[src/rtl/dmem_ctrl_pkg.sv]
// -----------------------------------------------------------------------------
// dmem_ctrl_pkg
// Shared definitions for the data-memory access controller.
//   state_t          : controller FSM state encoding (IDLE / BUSY / DONE)
//   DMEM_FAULT_DATA  : value returned on readdata for a faulting access
//   is_aligned()     : word-alignment test on the two address LSBs
// -----------------------------------------------------------------------------
package dmem_ctrl_pkg;

  typedef enum logic [1:0] {
    ST_IDLE = 2'd0,
    ST_BUSY = 2'd1,
    ST_DONE = 2'd2
  } state_t;

  localparam logic [31:0] DMEM_FAULT_DATA = 32'h0;

  function automatic logic is_aligned(input logic [1:0] addr_lsb);
    return (addr_lsb == 2'b00);
  endfunction

endpackage

[src/rtl/dmem_timeout.sv]
// -----------------------------------------------------------------------------
// dmem_timeout
// BUSY-cycle watchdog for dmem_ctrl. Only compiled when DMEM_CTRL_TIMEOUT_EN
// is defined; the default build contains no counter at all.
// Ports:
//   clk, reset_n : core clock, asynchronous active-low reset
//   clear        : high for the cycle that enters BUSY; zeroes the count
//   busy         : controller is in BUSY
//   ack          : bus_ack from memory (an acked cycle does not count)
//   expired      : this BUSY cycle is the TIMEOUT_CYCLES-th without an ack
// -----------------------------------------------------------------------------
`ifdef DMEM_CTRL_TIMEOUT_EN
module dmem_timeout #(
  parameter int TIMEOUT_CYCLES = 255
) (
  input  logic clk,
  input  logic reset_n,
  input  logic clear,
  input  logic busy,
  input  logic ack,
  output logic expired
);

  localparam logic [7:0] LAST_COUNT = 8'(TIMEOUT_CYCLES - 1);

  logic [7:0] count_q;

  always_ff @(posedge clk or negedge reset_n) begin
    if (!reset_n) begin
      count_q <= '0;
    end else if (clear) begin
      count_q <= '0;
    end else if (busy && !ack) begin
      count_q <= count_q + 8'd1;
    end
  end

  // Firing one cycle early (count == limit-1) means the count reaches the
  // limit on the same edge the controller leaves BUSY, so bus_req is high for
  // exactly TIMEOUT_CYCLES cycles.
  assign expired = busy && !ack && (count_q == LAST_COUNT);

endmodule
`endif

[src/rtl/dmem_ctrl.sv]
// -----------------------------------------------------------------------------
// dmem_ctrl
// Data-memory access controller for the MIPS core. Turns a single-cycle
// load/store request into a req/ack bus transaction and stalls the core until
// it completes. Misaligned (and, optionally, timed-out) accesses pulse fault.
// Optional feature macro: DMEM_CTRL_TIMEOUT_EN (adds the dmem_timeout watchdog).
// Ports:
//   clk, reset_n        : core clock, asynchronous active-low reset
//   memread, memwrite   : load / store request (store wins if both high)
//   addr, wdata         : byte address and store data from the datapath
//   readdata            : load result (held between accesses)
//   stall               : hold PC / suppress regwrite
//   fault               : one-cycle pulse on completion of a faulting access
//   bus_req/we/addr/wdata : memory bus request, driven only in BUSY
//   bus_ack, bus_rdata  : memory completion and read data (same cycle)
// -----------------------------------------------------------------------------
module dmem_ctrl
  import dmem_ctrl_pkg::*;
#(
  parameter int TIMEOUT_CYCLES = 255
) (
  input  logic        clk,
  input  logic        reset_n,
  input  logic        memread,
  input  logic        memwrite,
  input  logic [31:0] addr,
  input  logic [31:0] wdata,
  output logic [31:0] readdata,
  output logic        stall,
  output logic        fault,
  output logic        bus_req,
  output logic        bus_we,
  output logic [31:0] bus_addr,
  output logic [31:0] bus_wdata,
  input  logic        bus_ack,
  input  logic [31:0] bus_rdata
);

  state_t      state_q, state_d;
  logic [31:0] addr_q, wdata_q, rdata_q;
  logic        we_q, fault_q;
  logic        req, aligned, busy, expired;

  assign req     = memread | memwrite;
  assign aligned = is_aligned(addr[1:0]);
  assign busy    = (state_q == ST_BUSY);

`ifdef DMEM_CTRL_TIMEOUT_EN
  logic start_busy;
  assign start_busy = (state_q == ST_IDLE) && req && aligned;

  dmem_timeout #(
    .TIMEOUT_CYCLES(TIMEOUT_CYCLES)
  ) u_timeout (
    .clk     (clk),
    .reset_n (reset_n),
    .clear   (start_busy),
    .busy    (busy),
    .ack     (bus_ack),
    .expired (expired)
  );
`else
  localparam int unused_timeout_cycles = TIMEOUT_CYCLES;
  assign expired = 1'b0;
`endif

  // Next state and stall.
  always_comb begin
    // NOTE: every output of a combinational block gets a default first;
    // a path that leaves one unassigned would infer a latch.
    state_d = state_q;
    stall   = 1'b0;
    unique case (state_q)
      ST_IDLE: begin
        stall = req;
        if (req) state_d = aligned ? ST_BUSY : ST_DONE;
      end
      ST_BUSY: begin
        stall = 1'b1;
        if (bus_ack || expired) state_d = ST_DONE;
      end
      ST_DONE: state_d = ST_IDLE;
      default: state_d = ST_IDLE;
    endcase
  end

  // Bus outputs decode straight from the state register so that an
  // asynchronous reset drops bus_req immediately.
  assign bus_req   = busy;
  assign bus_we    = busy & we_q;
  assign bus_addr  = busy ? addr_q  : '0;
  assign bus_wdata = busy ? wdata_q : '0;
  assign readdata  = rdata_q;
  assign fault     = (state_q == ST_DONE) & fault_q;

  always_ff @(posedge clk or negedge reset_n) begin
    if (!reset_n) begin
      state_q <= ST_IDLE;
      addr_q  <= '0;
      wdata_q <= '0;
      we_q    <= 1'b0;
      rdata_q <= '0;
      fault_q <= 1'b0;
    end else begin
      // NOTE: sequential state uses non-blocking assignments so every register
      // samples pre-edge values regardless of statement order.
      state_q <= state_d;
      unique case (state_q)
        ST_IDLE: begin
          if (req) begin
            if (aligned) begin
              addr_q  <= addr;
              wdata_q <= wdata;
              we_q    <= memwrite;
            end else begin
              fault_q <= 1'b1;
              rdata_q <= DMEM_FAULT_DATA;
            end
          end
        end
        ST_BUSY: begin
          // Ack takes priority over a coincident timeout.
          if (bus_ack) begin
            rdata_q <= we_q ? '0 : bus_rdata;
          end else if (expired) begin
            fault_q <= 1'b1;
            rdata_q <= DMEM_FAULT_DATA;
          end
        end
        ST_DONE: fault_q <= 1'b0;
        default: ;
      endcase
    end
  end

endmodule

[config.mk]
export PLATFORM = sky130hd
export DESIGN_NAME = dmem_ctrl
export DESIGN_NICKNAME = d
export VERILOG_FILES = /design/src/rtl/dmem_ctrl_pkg.sv /design/src/rtl/dmem_timeout.sv /design/src/rtl/dmem_ctrl.sv
export SDC_FILE = /design/constraint.sdc
export NUM_CORES = 1
export LEC_CHECK = 0
export ABC_AREA = 1
export CAP_MARGIN = 10
export CELL_PAD_IN_SITES_DETAIL_PLACEMENT = 0
export CELL_PAD_IN_SITES_GLOBAL_PLACEMENT = 1
export CORE_MARGIN = 1
export CORE_UTILIZATION = 31
export DETAILED_ROUTE_END_ITERATION = 7
export GPL_TIMING_DRIVEN = 0
export PLACE_DENSITY_LB_ADDON = 0.3
export SETUP_SLACK_MARGIN = 0.02
export SYNTH_ARGS = -nofsm -noshare
export SYNTH_HDL_FRONTEND = slang
export SYNTH_SLANG_ARGS = --single-unit
[constraint.sdc]
create_clock -name clk -period 1.7 [get_ports clk]
set_input_delay 0.255 -clock clk [delete_from_list [all_inputs] [get_ports clk]]
set_output_delay 0.255 -clock clk [all_outputs]
set_load 0.02 [all_outputs]
==> results.ini, run 1 <==
[status]
status = finished, violations left
violations = setup timing

[sta]
setup_slack_ns = -0.0831
rsz0062_at_grt = yes
tightestPinTransition_ns = 0.697
setup_viol = 20
hold_viol = 0
timing.fmax_mhz = 561
fin_crit_sh = 1.05
maxSlewViolCount = 0
relSlewSlack = 0.535
fin_crit_ns = 1.78
finalHoldWorstSlack_ns = 0.440
skew_ns = 0.00687

[synthesis]
synth_warnings = 0
synthCells = 641
ys_ff_latch = 100
ys_types = 22
synth_nets = 742
syn_avg_cell_area_um2 = 7.83
ys_seq_area_frac = 0.499
syn_area_um2 = 5020

[layout]
nFillCells = 1510
drive_gt1_frac = 0.261
multi_input_area_um2 = 1960
area_delta_synth_final_pct = 59.4
nNetsFinal = 967
regArea_um2 = 2500
n_antenna_cell = 0

[routing]
routed_wl_mm = 14.0
wl_per_cell_um = 12.9
firstDrtPassIters = 5
vias = 4508
ant_nets = 0
avgViaCountPerCell = 4.15
drt_iter0_drc = 150
drcViolationCount = 0

[min_path]
hold_start = wdata[25]
worstHoldPathCells = 3
hp-class = in2reg
whs_endpoint = wdata_q[25]

[clocking]
cts_tree = built
worstSkewPairLatency_ns = 0.35
root_buffer = clkbuf_16
cts_buffers = 9
clk_pin_slew_ns = 0.07
cts_buffer_depth = 2
clock-sinks = 100
htreeDepth = 3

[setup_path]
timing.rr.start = state_q[1]
cp-start-kind = flop
path_max_fanout = 7
r2r_end = addr_q[26]
r2r_setup_slack_ns = 0.14
arrival_ns = 1.53
path_class = reg2out
required_ns = 1.44
reg2reg_depth = 8
critPathCaptureType = output pin

[floorplanning]
dieArea_um2 = 16700
die_x_um = 129
rows = 46
start_util = 0.317
die_h_um = 129
ios = 201
coreArea_um2 = 15800

[power_and_ir_drop]
max-vdd-ir-drop_v = 0.000564
p_total_mw = 9.94
power_density_nw_per_um2 = 1240
p_leak_nw = 4.11

[global_route]
antenna_found_initial = 0
grt_max_degree = 52
grt_pass1_vias = 4479
grt_overflow_total = 0
track_usage = 0.171
grt_pass1_wl_mm = 22.1

[place]
finalWeightedCongestion = 0.786
hpwlAfterDp_mm = 10.0
port_buffers = 200

[run]
max_cap_violations = 0

cell families (layout without fill, tap and decap cells):
family	after synthesis	in the layout	synth area share
AOI/OAI and AO/OA	67	67	0.105
and+or+nand+nor	306	306	0.243
DFF	100	100	0.499
buffers and inverters	168	398	0.154
cells in the mapped netlist (all sizes together):
cell type | count | share of area
a21oi | 2 | 0.0020
and3 | 1 | 0.0012
buf | 30 | 0.050
clkbuf | 3 | 0.0022
dfrtp | 100 | 0.50
inv | 135 | 0.10
nand2 | 199 | 0.15
nand3 | 3 | 0.0050
nand4 | 1 | 0.0012
nor2 | 102 | 0.083
o21ai | 65 | 0.10
placed cells by master, fill, tap and decap left out, drive strengths merged:
cell / synthesis / layout
nand4: 1 / 1
o21ai: 65 / 65
clkdlybuf4s50: 0 / 131
nor2: 102 / 102
a21oi: 2 / 2
clkinv: 0 / 2
bufinv: 0 / 1
dlygate4sd2: 0 / 1
dlygate4sd3: 0 / 1
nand3: 3 / 3
and3: 1 / 1
buf: 30 / 111
clkbuf: 3 / 15
dfrtp: 100 / 100
inv: 135 / 134
nand2: 199 / 199
clkinvlp: 0 / 2
state kept, by name (all words and copies together), names as in the netlist:
| register | count |
|---|---|
| state_q | 2 |
| wdata_q | 32 |
| readdata | 32 |
| we_q | 1 |
| addr_q | 32 |
| fault_q | 1 |
layout make-up:
class | instances | share of cell area
inverters | 135 | 0.0644
clock inverters | 4 | 0.00594
well taps | 216 | 0.0338
repair buffers | 215 | 0.264
multi-input cells | 373 | 0.245
plain buffers | 32 | 0.0418
flip-flops and latches | 100 | 0.313
clock buffers | 12 | 0.0321
metrics by stage:
step | instance area (µm²) | instances | TNS, ns | setup WS [ns] | util
finish | 8000 | 1087 | -1.25 | -0.0831 | 0.505
global route | 8000 | 1087 | -4.54 | -0.160 | 0.505
CTS | 7860 | 1086 | -1.43 | -0.0899 | 0.496
detailed placement | 7320 | 1058 | -24.40 | -0.491 | 0.462
global placement | 7290 | 1057 | -379.77 | -3.57 | 0.461
floorplan | 5020 | 641 | 0 | 0.119 | -
worst max path at each step:
| stage | from | endpoint | slack [ns] |
|---|---|---|---|
| 6_report | state_q[0] | bus_wdata[19] | -0.08 |
| 3_5_place_dp | state_q[0] | bus_wdata[24] | -0.49 |
| 5_1_grt | state_q[0] | bus_wdata[21] | -0.16 |
| 2_1_floorplan | state_q[0] | bus_wdata[11] | 0.12 |
| 4_1_cts | state_q[0] | bus_wdata[19] | -0.09 |
| 3_3_place_gp | reset_n | wdata_q[15] | -3.57 |
power breakdown:
group          switching [mW]  internal, mW
clock                   0.888          1.22
combinational            2.34          1.78
sequential              0.477          3.25
total                    3.70          6.24
critical path: stages, from the launching register on:
cell,delay (ns)
dfrtp_1,0.37
inv_2,0.06
nor2_4,0.14
inv_6,0.09
buf_12,0.16
buf_12,0.14
nor2_4,0.10
buf_6,0.13
what timing repair did:
item,CTS,global route
hold buffers,1,0
gates resized for setup,404,47
setup endpoints to repair,68,71
hold endpoints to repair,50,0
pin swaps,1,0
setup buffers,10,1
cloned,2,0
metal layers:
layer | GRT usage | routed length (µm)
met5 | 0 | 0
met4 | 0.0630 | 188
met3 | 0.0450 | 1110
met2 | 0.277 | 6370
met1 | 0.220 | 6360
No activity file was read; power rests on OpenSTA's default activity.
==> inputs of run 2 (changes only) <==
--- a/config.mk
+++ b/config.mk
@@ -5,14 +5,14 @@
 export SDC_FILE = /design/constraint.sdc
 export NUM_CORES = 1
 export LEC_CHECK = 0
-export ABC_AREA = 1
 export CAP_MARGIN = 10
 export CELL_PAD_IN_SITES_DETAIL_PLACEMENT = 0
 export CELL_PAD_IN_SITES_GLOBAL_PLACEMENT = 1
 export CORE_MARGIN = 1
-export CORE_UTILIZATION = 31
+export CORE_UTILIZATION = 32
 export DETAILED_ROUTE_END_ITERATION = 7
 export GPL_TIMING_DRIVEN = 0
+export HOLD_SLACK_MARGIN = 0.03
 export PLACE_DENSITY_LB_ADDON = 0.3
 export SETUP_SLACK_MARGIN = 0.02
 export SYNTH_ARGS = -nofsm -noshare
==> constraint.sdc (replaced) <==
create_clock -name clk -period 1.7 [get_ports clk]
set_input_delay 0.255 -clock clk [delete_from_list [all_inputs] [get_ports clk]]
set_output_delay 0.255 -clock clk [all_outputs]
set_load 0.005 [all_outputs]
==> run 2 against run 1 <==
Compared with the run above:
- critical endpoint is now addr_q[25]
- via count decreased by 19%
- largest power group is now registers
- critical path depth is 1 lower
- clock power up 14%
- area after synthesis shrank 9.9%
- flip-flop and latch count unchanged
- count of clock-buffer cells in the layout unchanged
- setup slack got worse by 0.15 ns
- the run still ends with setup timing left
- total power is 12% lower
- largest cell class is now non-clock buffers
- register-to-register slack worse by 0.37 ns
- first-iteration DRC count decreased by 6.0%
- non-clock buffer count grew 18
- highest routed layer unchanged
==> results.ini, run 2 <==
[synthesis]
ys.flop_type = dfrtp_1
syn_avg_cell_area_um2 = 12.3  ; +57%
syn_area_um2 = 4520  ; -9.9%
synth_warnings = 0  ; unchanged
synth_nets = 469  ; -37%
synth_area_leaders = dfrtp_1 55%, mux2_4 12%, and2_1 9.3%
synth.top_cell.area_share = 0.554  ; +0.0551
ys_types = 20  ; -9.1%
ys_ff_latch = 100  ; unchanged
ys_seq_area_frac = 0.554  ; +0.0551
async_reset_ff_frac = 1.00  ; unchanged
synthCells = 368  ; -43%
synthTopCellsByCount = 100 x dfrtp_1, 67 x and2_1, 37 x mux2_4
synth_largest_area_cell = dfrtp_1
synth.most_common_cell = dfrtp_1
synth_edf_count = 0  ; unchanged

[routing]
wl_per_cell_um = 16.1  ; +24%
avgViaCountPerCell = 4.57  ; +10%
ant_nets = 0  ; unchanged
routed_wl_mm = 12.9  ; -8.3%
drcViolationCount = 0  ; unchanged
firstDrtPassIters = 4  ; -1
vias = 3657  ; -19%
drt_iter0_drc = 141  ; -6.0%

[place]
port_buffers = 200  ; unchanged
place_inst = 749  ; -29%
hpwlAfterDp_mm = 8.66  ; -14%
finalWeightedCongestion = 0.717  ; -8.8%

[sta]
timing.fmax_mhz = 517  ; -7.8%
tightestPinTransition_ns = 0.786  ; +0.0886 ns
maxSlewViolCount = 0  ; unchanged
relSlewSlack = 0.476  ; -0.0591
setup_viol = 161  ; +710%
fin_crit_ns = 1.93  ; +0.152 ns
hold_viol = 0  ; unchanged
setup_slack_ns = -0.235  ; -0.152 ns
rsz0062_at_grt = yes
skew_ns = 0.00666  ; -0.000218 ns
fin_crit_sh = 1.14  ; +0.0892

[clocking]
cts_buffers = 9  ; unchanged
clk_pin_slew_ns = 0.06  ; about the same
root_buffer = clkbuf_16
clock-sinks = 100  ; unchanged
htreeDepth = 3  ; unchanged
cts_buffer_depth = 2  ; unchanged
cts_tree = built
worstSkewPairLatency_ns = 0.35  ; about the same

[power_and_ir_drop]
combinationalPowerShare = 0.327  ; -0.087
max-vdd-ir-drop_v = 0.000557  ; -1.3%
p_sw_mw = 2.25  ; -39%
p_total_mw = 8.80  ; -12%
power_density_nw_per_um2 = 1110  ; -10%
p_sw_frac = 0.255  ; -0.117
p_leak_nw = 3.75  ; -8.9%
seq_power_share = 0.401  ; +0.027
power.internal_mw = 6.55  ; +5.0%
power_frac_clock = 0.272  ; +0.060

[floorplanning]
dieArea_um2 = 14600  ; -13%
die_h_um = 121  ; -6.5%
die_x_um = 121  ; -6.5%
start_util = 0.327  ; +0.00977
rows = 43  ; -6.5%
coreArea_um2 = 13800  ; -13%
ios = 201  ; unchanged

[layout]
nNetsFinal = 717  ; -26%
n_antenna_cell = 0  ; unchanged
area_delta_synth_final_pct = 74.9
drive_gt1_frac = 0.444  ; +0.184
multi_input_area_um2 = 1940  ; -1.4%
final_cell_mix = 131 x clkdlybuf4s50_1, 99 x dfrtp_1, 81 x buf_6, 60 x and2_4, 38 x mux2_4
regArea_um2 = 2500  ; unchanged
fin_cells = 801  ; -26%
nFillCells = 1149  ; -24%
layout_commonest_cell = clkdlybuf4s50_1

[setup_path]
timing.rr.start = state_q[0]
r2r_setup_slack_ns = -0.23  ; -0.37 ns
path_max_fanout = 10  ; +3
path_class = reg2reg
critPathCaptureType = flop
arrival_ns = 2.16  ; +0.63 ns
required_ns = 1.93  ; +0.49 ns
crit_start = state_q[0]
cp-start-kind = flop

[global_route]
grt_pass1_wl_mm = 20.2  ; -8.7%
antenna_found_initial = 0  ; unchanged
grt_overflow_total = 0  ; unchanged
track_usage = 0.180  ; +0.00908
grt_max_degree = 61  ; +17%
grt_pass1_vias = 3871  ; -14%

[min_path]
hp-class = in2reg
hold_start = bus_rdata[18]

[status]
violations = setup timing
status = finished, violations left

[run]
max_cap_violations = 0  ; unchanged

==> run 2: cell type report <==
type                    instances  area share
flip-flops and latches        100       0.317
well taps                     180      0.0285
multi-input cells             207       0.245
clock buffers                  12      0.0324
repair buffers                239       0.313
inverters                      33      0.0157
plain buffers                  26      0.0370
clock inverters                 4      0.0120
==> run 2: power groups by stage <==
stage / clock network [mW] / logic, mW / registers, mW
after floorplan: 0 / 1.34 / 3.39
after global placement: 0 / 2.33 / 3.46
after detailed placement: 0 / 2.38 / 3.48
after CTS: 2.45 / 2.77 / 3.48
after global routing: 2.54 / 3.10 / 3.62
final: 2.40 / 2.88 / 3.53
==> run 2: kinds of logic (layout without fill, tap and decap cells) <==
kind of cell | Yosys count | count (layout) | share of synthesized area
AO/OA/AOI/OAI | 35 | 35 | 0.0673
buffers and inverters | 61 | 314 | 0.0595
multiplexers | 63 | 63 | 0.188
AND/OR/NAND/NOR | 109 | 109 | 0.132
flip-flops | 100 | 100 | 0.554
==> run 2: metal layers <==
| layer | track usage | wire, µm | part of all wire | vias to the layer above |
|---|---|---|---|---|
| met5 | 0 | 0 | 0 | - |
| met4 | 0.0795 | 283 | 0.022 | 0 |
| met3 | 0.0500 | 891 | 0.069 | 21 |
| met2 | 0.281 | 6040 | 0.47 | 145 |
| met1 | 0.232 | 5660 | 0.44 | 1760 |
| li1 | - | - | - | 1731 |
==> run 2: repair_timing <==
item                                    4_1_cts  5_1_grt
buffers inserted                             27        8
pin swaps                                    50       12
gates resized for setup                     399       85
hold buffers                                  1        0
hold endpoints to repair                     49        0
endpoints found under the setup margin      155      165
cloned                                        6        1
==> run 2: final timing paths <==
| check | to | depth (start not counted) |
|---|---|---|
| worst max-delay path | addr_q[25] | 6 |
| worst min-delay path | readdata[18] | 3 |
| worst max register to register | addr_q[25] | 6 |
| worst min register to register | addr_q[1] | 1 |
| max in group asynchronous | state_q[1] | 3 |
| min in group asynchronous | wdata_q[3] | 2 |
==> run 2: stage by stage <==
step	setup slack (ns)	area, µm²	util	TNS [ns]	hold WS (ns)
2_1_floorplan	0.00572	4530	-	0	-0.0406
3_3_place_gp	-3.53	6760	0.489	-429.23	0.461
3_5_place_dp	-0.798	6780	0.490	-79.28	0.394
4_1_cts	-0.239	7690	0.556	-21.55	0.454
5_1_grt	-0.271	7910	0.572	-34.55	0.473
6_report	-0.235	7910	0.572	-23.46	0.469
==> run 2: worst max-delay path, cell delays in order, from the launching register on <==
cell and delay, ns:
dfrtp_1 0.41, buf_6 0.13, o21bai_4 0.17, or4_4 0.47, buf_12 0.18, buf_12 0.15
mux2_4 0.30
